File: config.mk
export PLATFORM = sky130hd
export DESIGN_NAME = phy_link_ctrl
export DESIGN_NICKNAME = d
export VERILOG_FILES = /design/src/rtl/phy_link_ctrl.sv
export SDC_FILE = /design/constraint.sdc
export NUM_CORES = 1
export LEC_CHECK = 0
export CAP_MARGIN = 25
export CORE_ASPECT_RATIO = 2
export CORE_MARGIN = 2
export CORE_UTILIZATION = 40
export CTS_CLUSTER_SIZE = 30
export DETAILED_ROUTE_END_ITERATION = 10
export GPL_TIMING_DRIVEN = 0
export HOLD_SLACK_MARGIN = 0.05
export MAX_ROUTING_LAYER = met4
export PLACE_DENSITY = 0.74
export SLEW_MARGIN = 20
export SYNTH_ARGS = -nofsm -noshare
export SYNTH_HDL_FRONTEND = slang
export SYNTH_SLANG_ARGS = --single-unit
File: constraint.sdc
create_clock -name clk_f -period 2.3 [get_ports clk_f]
set_input_delay 0.69 -clock clk_f [delete_from_list [all_inputs] [get_ports clk_f]]
set_output_delay 0.69 -clock clk_f [all_outputs]
set_load 0.02 [all_outputs]
File: src/rtl/phy_link_ctrl.sv
// Link-level controller for the two-lane byte PHY: bring-up sequencing, threshold
// programming, and per-lane hysteresis back-pressure on the transmit FIFO pops.
module phy_link_ctrl #(
    parameter int CNT_W = 4
) (
    input  logic             clk_f,
    input  logic             reset,
    input  logic             init,
    input  logic [CNT_W-1:0] umbral_bajo_in,
    input  logic [CNT_W-1:0] umbral_alto_in,
    input  logic             phy_ready,
    input  logic             fifo_empty_0,
    input  logic             fifo_empty_1,
    input  logic [CNT_W-1:0] down_count_0,
    input  logic [CNT_W-1:0] down_count_1,
    input  logic             fifo_err,
    output logic             phy_enable,
    output logic             pop_0,
    output logic             pop_1,
    output logic             valid_data_in_0,
    output logic             valid_data_in_1,
    output logic [CNT_W-1:0] umbral_bajo_out,
    output logic [CNT_W-1:0] umbral_alto_out,
    output logic [4:0]       state,
    output logic             idle_out,
    output logic             active_out,
    output logic             error_out
);

    typedef enum logic [4:0] {
        S_RESET  = 5'b00001,
        S_INIT   = 5'b00010,
        S_IDLE   = 5'b00100,
        S_ACTIVE = 5'b01000,
        S_ERROR  = 5'b10000
    } state_t;

    state_t           state_q, state_d;
    logic             pause_0_q, pause_1_q;
    logic             pause_0_d, pause_1_d;
    logic [CNT_W-1:0] bajo_q, alto_q;
    logic             any_data;

    assign any_data = !fifo_empty_0 || !fifo_empty_1;

    // Next state: fifo_err outranks init; RESET always moves on to INIT, ERROR is sticky.
    always_comb begin
        state_d = state_q;
        case (state_q)
            S_RESET:  state_d = S_INIT;
            S_ERROR:  state_d = S_ERROR;
            default: begin
                if (fifo_err) begin
                    state_d = S_ERROR;
                end else if (init) begin
                    state_d = S_INIT;
                end else begin
                    case (state_q)
                        S_INIT:   state_d = S_IDLE;
                        S_IDLE:   if (phy_ready && any_data) state_d = S_ACTIVE;
                        S_ACTIVE: if (!any_data || !phy_ready) state_d = S_IDLE;
                        default:  state_d = S_ERROR;
                    endcase
                end
            end
        endcase
    end

    always_ff @(posedge clk_f or posedge reset) begin
        if (reset) begin
            state_q <= S_RESET;
        end else begin
            state_q <= state_d;
        end
    end

    // Thresholds track the inputs while in INIT; the last INIT cycle's values stick.
    always_ff @(posedge clk_f or posedge reset) begin
        if (reset) begin
            bajo_q <= '0;
            alto_q <= '0;
        end else if (state_q == S_INIT) begin
            bajo_q <= umbral_bajo_in;
            alto_q <= umbral_alto_in;
        end
    end

    // Hysteresis: set at or above alto, clear at or below bajo, set wins if both hold.
    always_comb begin
        pause_0_d = pause_0_q;
        pause_1_d = pause_1_q;
        if (state_q != S_ACTIVE) begin
            pause_0_d = 1'b0;
            pause_1_d = 1'b0;
        end else begin
            if (down_count_0 >= alto_q)      pause_0_d = 1'b1;
            else if (down_count_0 <= bajo_q) pause_0_d = 1'b0;
            if (down_count_1 >= alto_q)      pause_1_d = 1'b1;
            else if (down_count_1 <= bajo_q) pause_1_d = 1'b0;
        end
    end

    // Lane handshake: pop_x is the FIFO read strobe this cycle; the byte appears
    // on data_in_x one cycle later, flagged by valid_data_in_x (pop_x delayed).
    assign pop_0 = (state_q == S_ACTIVE) && !fifo_empty_0 && !pause_0_q;
    assign pop_1 = (state_q == S_ACTIVE) && !fifo_empty_1 && !pause_1_q;

    always_ff @(posedge clk_f or posedge reset) begin
        if (reset) begin
            pause_0_q       <= 1'b0;
            pause_1_q       <= 1'b0;
            valid_data_in_0 <= 1'b0;
            valid_data_in_1 <= 1'b0;
        end else begin
            pause_0_q       <= pause_0_d;
            pause_1_q       <= pause_1_d;
            valid_data_in_0 <= pop_0;
            valid_data_in_1 <= pop_1;
        end
    end

    assign umbral_bajo_out = bajo_q;
    assign umbral_alto_out = alto_q;
    assign state           = state_q;
    assign phy_enable      = (state_q == S_INIT) || (state_q == S_IDLE) || (state_q == S_ACTIVE);
    assign idle_out        = (state_q == S_IDLE);
    assign active_out      = (state_q == S_ACTIVE);
    assign error_out       = (state_q == S_ERROR);

endmodule
# Word-level counts from Yosys, hierarchy flattened
# Cells that the tools add are included.
[classes]
order_cmp = 4
n_eq_ne = 8
mux = 12
n_reduce_logical = 18
[ops]
columns = ["op", "n"]
rows = [
  ["two-way mux 5 bit", 4],
  ["case mux 5 bit (3 select lines)", 1],
  ["!= test 6 x 3 -> 1 bit (second input constant)", 2],
  ["case mux 5 bit (2 select lines)", 1],
  ["greater-or-equal comparator 4 bit", 2],
  ["less-or-equal comparator 4 bit", 2],
  ["zero test 1 bit", 6],
  ["two-way mux 1 bit", 6],
  ["nonzero test 3 bit", 2],
  ["== test 5 x 1 -> 1 bit (second input constant)", 1],
  ["== test 5 x 2 -> 1 bit (second input constant)", 1],
  ["== test 5 x 3 -> 1 bit (second input constant)", 1],
  ["== test 5 x 4 -> 1 bit (second input constant)", 1],
  ["== test 5 bit (second input constant)", 1],
  ["logical AND 1 bit", 5],
  ["!= test 5 x 4 -> 1 bit (second input constant)", 1],
  ["logical OR 1 bit", 4],
  ["AND reduction 2 bit", 1],
]
[totals]
reg_bits = 17
output_inout_bits = 21
word_cells = 49

# Logic depth before layout (Yosys ltp)
[logic_depth]
depth_word = 9
ltp_mapped = 6
mapped_depth_nobuf = 6

# Worst setup path after synthesis
# OpenSTA, ideal clock, no wires.
[synth_path]
path_type = "reg-to-output"
startpoint = "register state_q[4], in the netlist state[4]"
endpoint = "output pop_0"
arrival_time_ps = 1739
t_required_ps = 1610
setup_slack_ps = -129
stages_incl_launch_ff = 4
path_buffers = 0
cell_sequence = "dfrtp_1 or2_4 nor4b_4 nor3b_2"
[synth_via]
elab_chain_cells = 3
[synth_lines]
columns = ["item", "line", "rtl"]
rows = [
  ["start, declared", "38", "state_t state_q, state_d;"],
  ["start signal, assigned", "73", "state_q <= state_d;"],
  ["== test 5 x 4 -> 1 bit", "n/a", ""],
  ["net active_out", "26", "output logic active_out,"],
  ["logical AND 1 bit (2 in a row)", "105", "assign pop_0 = (state_q == S_ACTIVE) && !fifo_empty_0 && !pause_0_q;"],
  ["end, declared", "18", "output logic pop_0,"],
]
# The timed path passes the listed nets, and every way through them passes these cells.

# Worst setup path in the final report
[layout_path]
startpoint = "register state_q[0], in the netlist state[0]"
endpoint = "output pop_1"
[layout_via]
elab_chain_cells = 3
[layout_lines]
columns = ["item", "line", "rtl"]
rows = [
  ["== test 5 x 4 -> 1 bit", "106", "assign pop_1 = (state_q == S_ACTIVE) && !fifo_empty_1 && !pause_1_q;"],
  ["logical AND 1 bit (2 in a row)", "106", ""],
  ["end, declared", "19", "output logic pop_1,"],
]
# No other way between the ends.

==> flow_summary.toml <==
[logic_synthesis]
ys_seq_area_share_pct = 38.0
ys_dominant_reg_cell = "dfrtp_1"
syn_avg_cell_area_um2 = 10.8
yosysWarnings = 0
ys_ff_latch = 17
synth_fp_nets = 143
synth-simple-area-share_pct = 16.8
synthArstFlopShare_pct = 100
synth_edf_count = 0
ys_types = 33
synth-compound-area-share_pct = 13.3
synth_xor_area_share_pct = 0.780
synthAdderAreaFrac_pct = 17.8
syn_area_um2 = 1120
syn_inst = 104
synth.area.mux_share_pct = 8.92
synth_top_family_by_area = "adder cells"

[pwr]
clockPowerShare_pct = 16.3
peakVddDrop_mv = 0.554
sw_frac_of_total_pct = 36.7
finalPower_mw = 1.33
pwr_density_cell_nw_per_um2 = 779
seqPwrFrac_pct = 32.2
p_leak_nw = 0.761
power.combinational.fraction_pct = 51.5
internal-power_uw = 841
p_sw_uw = 488

[die]
rows = 27
chipWidth_um = 41.5
start_util_pct = 41.5
coreArea_um2 = 2700
die-area_um2 = 3270
pin_count = 44
die_h_um = 78.9

[cells_and_area]
final_cell_mix = "clkdlybuf4s50_1, ha_1, dfrtp_1"
stdcell_count = 186
final_common_cell = "clkdlybuf4s50_1"
syn_to_final_growth_pct = 52.1
utilization_pct = 63.1
drive_gt1_share_pct = 21.7
fin_nets = 197
antenna_cells = 0

[detailed_routing]
viasPerCell = 5.33
routed_wirelength_mm = 2.91
drt-initial-drc-count = 7
vias = 991
first_pass_iters = 4
drt-wirelength-per-cell_um = 15.6
drtAntennaViolNets = 0
drcViolationCount = 0

[timing]
worst_slack_ns = -0.0612
slew_headroom_pct = 58.1
worstMarginPinSlew_ns = 0.627
skew_ns = 0.00204
fmax_mhz = 424
fin_crit_ns = 2.36
rsz0062_at_grt = "yes"
setup_viol = 2
fin_crit_sh_pct = 103
finalHoldViolations = 0
setup-tns-final_ns = -0.119
drv_slew = 0

[grt]
grt_pass1_wl_mm = 4.80
antenna_found_initial = 0
grt_pass1_vias = 1097
grt_use_total_pct = 19.5
grt_max_degree = 18
grt_overflow = 0

[placed_design]
place_hpwl_mm = 2.41
dpl_worst_slack_ns = -0.507
placed_cells_incl_taps = 176
portBuffers = 43
place_congestion = 0.748

[cts]
cts_htree_levels = 1
cts_made_buffers = 3
cts_sinks = 17
tritoncts = "done"
cts-root-buf = "clkbuf_8"
cts.reportedPaths.clkPinSlew_ns = 0.06
insertion_delay_ns = 0.25
clock_path_buffers = 2

[worst_setup_path]
path_cells = "or2_4 > nor4b_4 > nor3b_4 > buf_6"
ff2ff_setup_slack_ns = 0.52
cp-start-kind = "flop"
cp_top_family = "simple AND/OR/NAND/NOR gates"
cp.arrival_ns = 1.67
critPathSlowestCell = "dfstp_2"
slowest_delay_ns = 0.39
cp_max_fo = 4
end_kind = "output pin"
path_buf_inv = 1
criticalPathCategory = "flop to output pin"
required_ns = 1.61

[outcome]
status = "complete, but fails checks"
failed_checks = "negative setup slack"

[run]
maxCapViolCount = 0

[worst_hold_path]
hold_class = "flop to flop"
[sequential cells by signal, summed over array words and instances, names as in the netlist]
signal           count
umbral_bajo_out      4
umbral_alto_out      4
valid_data_in_0      1
valid_data_in_1      1
pause_1_q            1
pause_0_q            1
state                5
[layout make-up]
cell class / count / area [µm²]
Multi-Input combinational cell: 76 / 669
Tap cell: 29 / 36.3
Inverter: 10 / 37.5
Sequential cell: 17 / 430
Timing Repair Buffer: 49 / 480
Buffer: 1 / 7.51
Fill cell: 249 / 996
Clock buffer: 4 / 45.0
[final timing paths]
path,from,to,cells after the start
max,state[0],pop_1,4
min,pause_1_q,valid_data_in_1,1
max reg2reg,state[0],state[4],6
min reg2reg,pause_1_q,valid_data_in_1,1
max in group asynchronous,reset,state[4],2
min in group asynchronous,reset,umbral_alto_out[2],2
[cells by family (layout without fill, tap and decap cells)]
logic type,count (synthesis),in the layout
multiplexers,9,9
XOR/XNOR,1,1
adder cells (fa/ha/maj),16,16
other,1,1
AND/OR/NAND/NOR,26,26
buffers and inverters,11,64
AO/OA/AOI/OAI,23,23
flip-flops,17,17
[Yosys cell counts, types with 3 or more instances]
master / n / share of area (%)
a21oi_1: 9 / 4.0
dfrtp_1: 16 / 36
ha_1: 16 / 18
inv_1: 10 / 3.3
mux2_2: 8 / 8.0
nand2_1: 4 / 1.3
nand2b_1: 3 / 1.7
nor2_1: 3 / 1.0
o21ai_0: 4 / 1.8
[stage by stage]
| step | instance area (µm²) | hold slack (ns) |
|---|---|---|
| after global routing | 1710 | 0.528 |
| after CTS | 1700 | 0.510 |
| after floorplan | 1140 | 0.491 |
| after detailed placement | 1600 | 0.496 |
| final | 1710 | 0.504 |
| after global placement | 1600 | 0.493 |
[worst register-to-register path, delay by kind of cell, from the launching register on]
kind	cells	cell delay, ns
multiplexers	1	0.06
flip-flops	1	0.39
AO/OA/AOI/OAI	1	0.30
buffers and inverters	2	0.30
AND/OR/NAND/NOR	2	0.62
[power groups by stage]
stage | clock, mW | combinational, mW | sequential [mW]
detailed placement | 0 | 0.686 | 0.438
CTS | 0.223 | 0.700 | 0.430
floorplan | 0 | 0.309 | 0.516
finish | 0.216 | 0.685 | 0.428
global placement | 0 | 0.663 | 0.435
global route | 0.234 | 0.763 | 0.438
[per-layer routing]
layer	wire length [µm]	part of all wire [%]	global-route usage, %
met5	0	0	-
met2	1810	62	39.2
met1	910	31	16.9
met4	72	2.5	9.03
met3	114	3.9	2.50
[what timing repair did]
item | 4_1_cts | 5_1_grt
endpoints found under the setup margin | 6 | 5
buffers inserted | 6 | 0
pin swaps | 1 | 0
resized for setup | 27 | 2
hold buffers | 0 | 0
(Power assumes the default switching activity.)
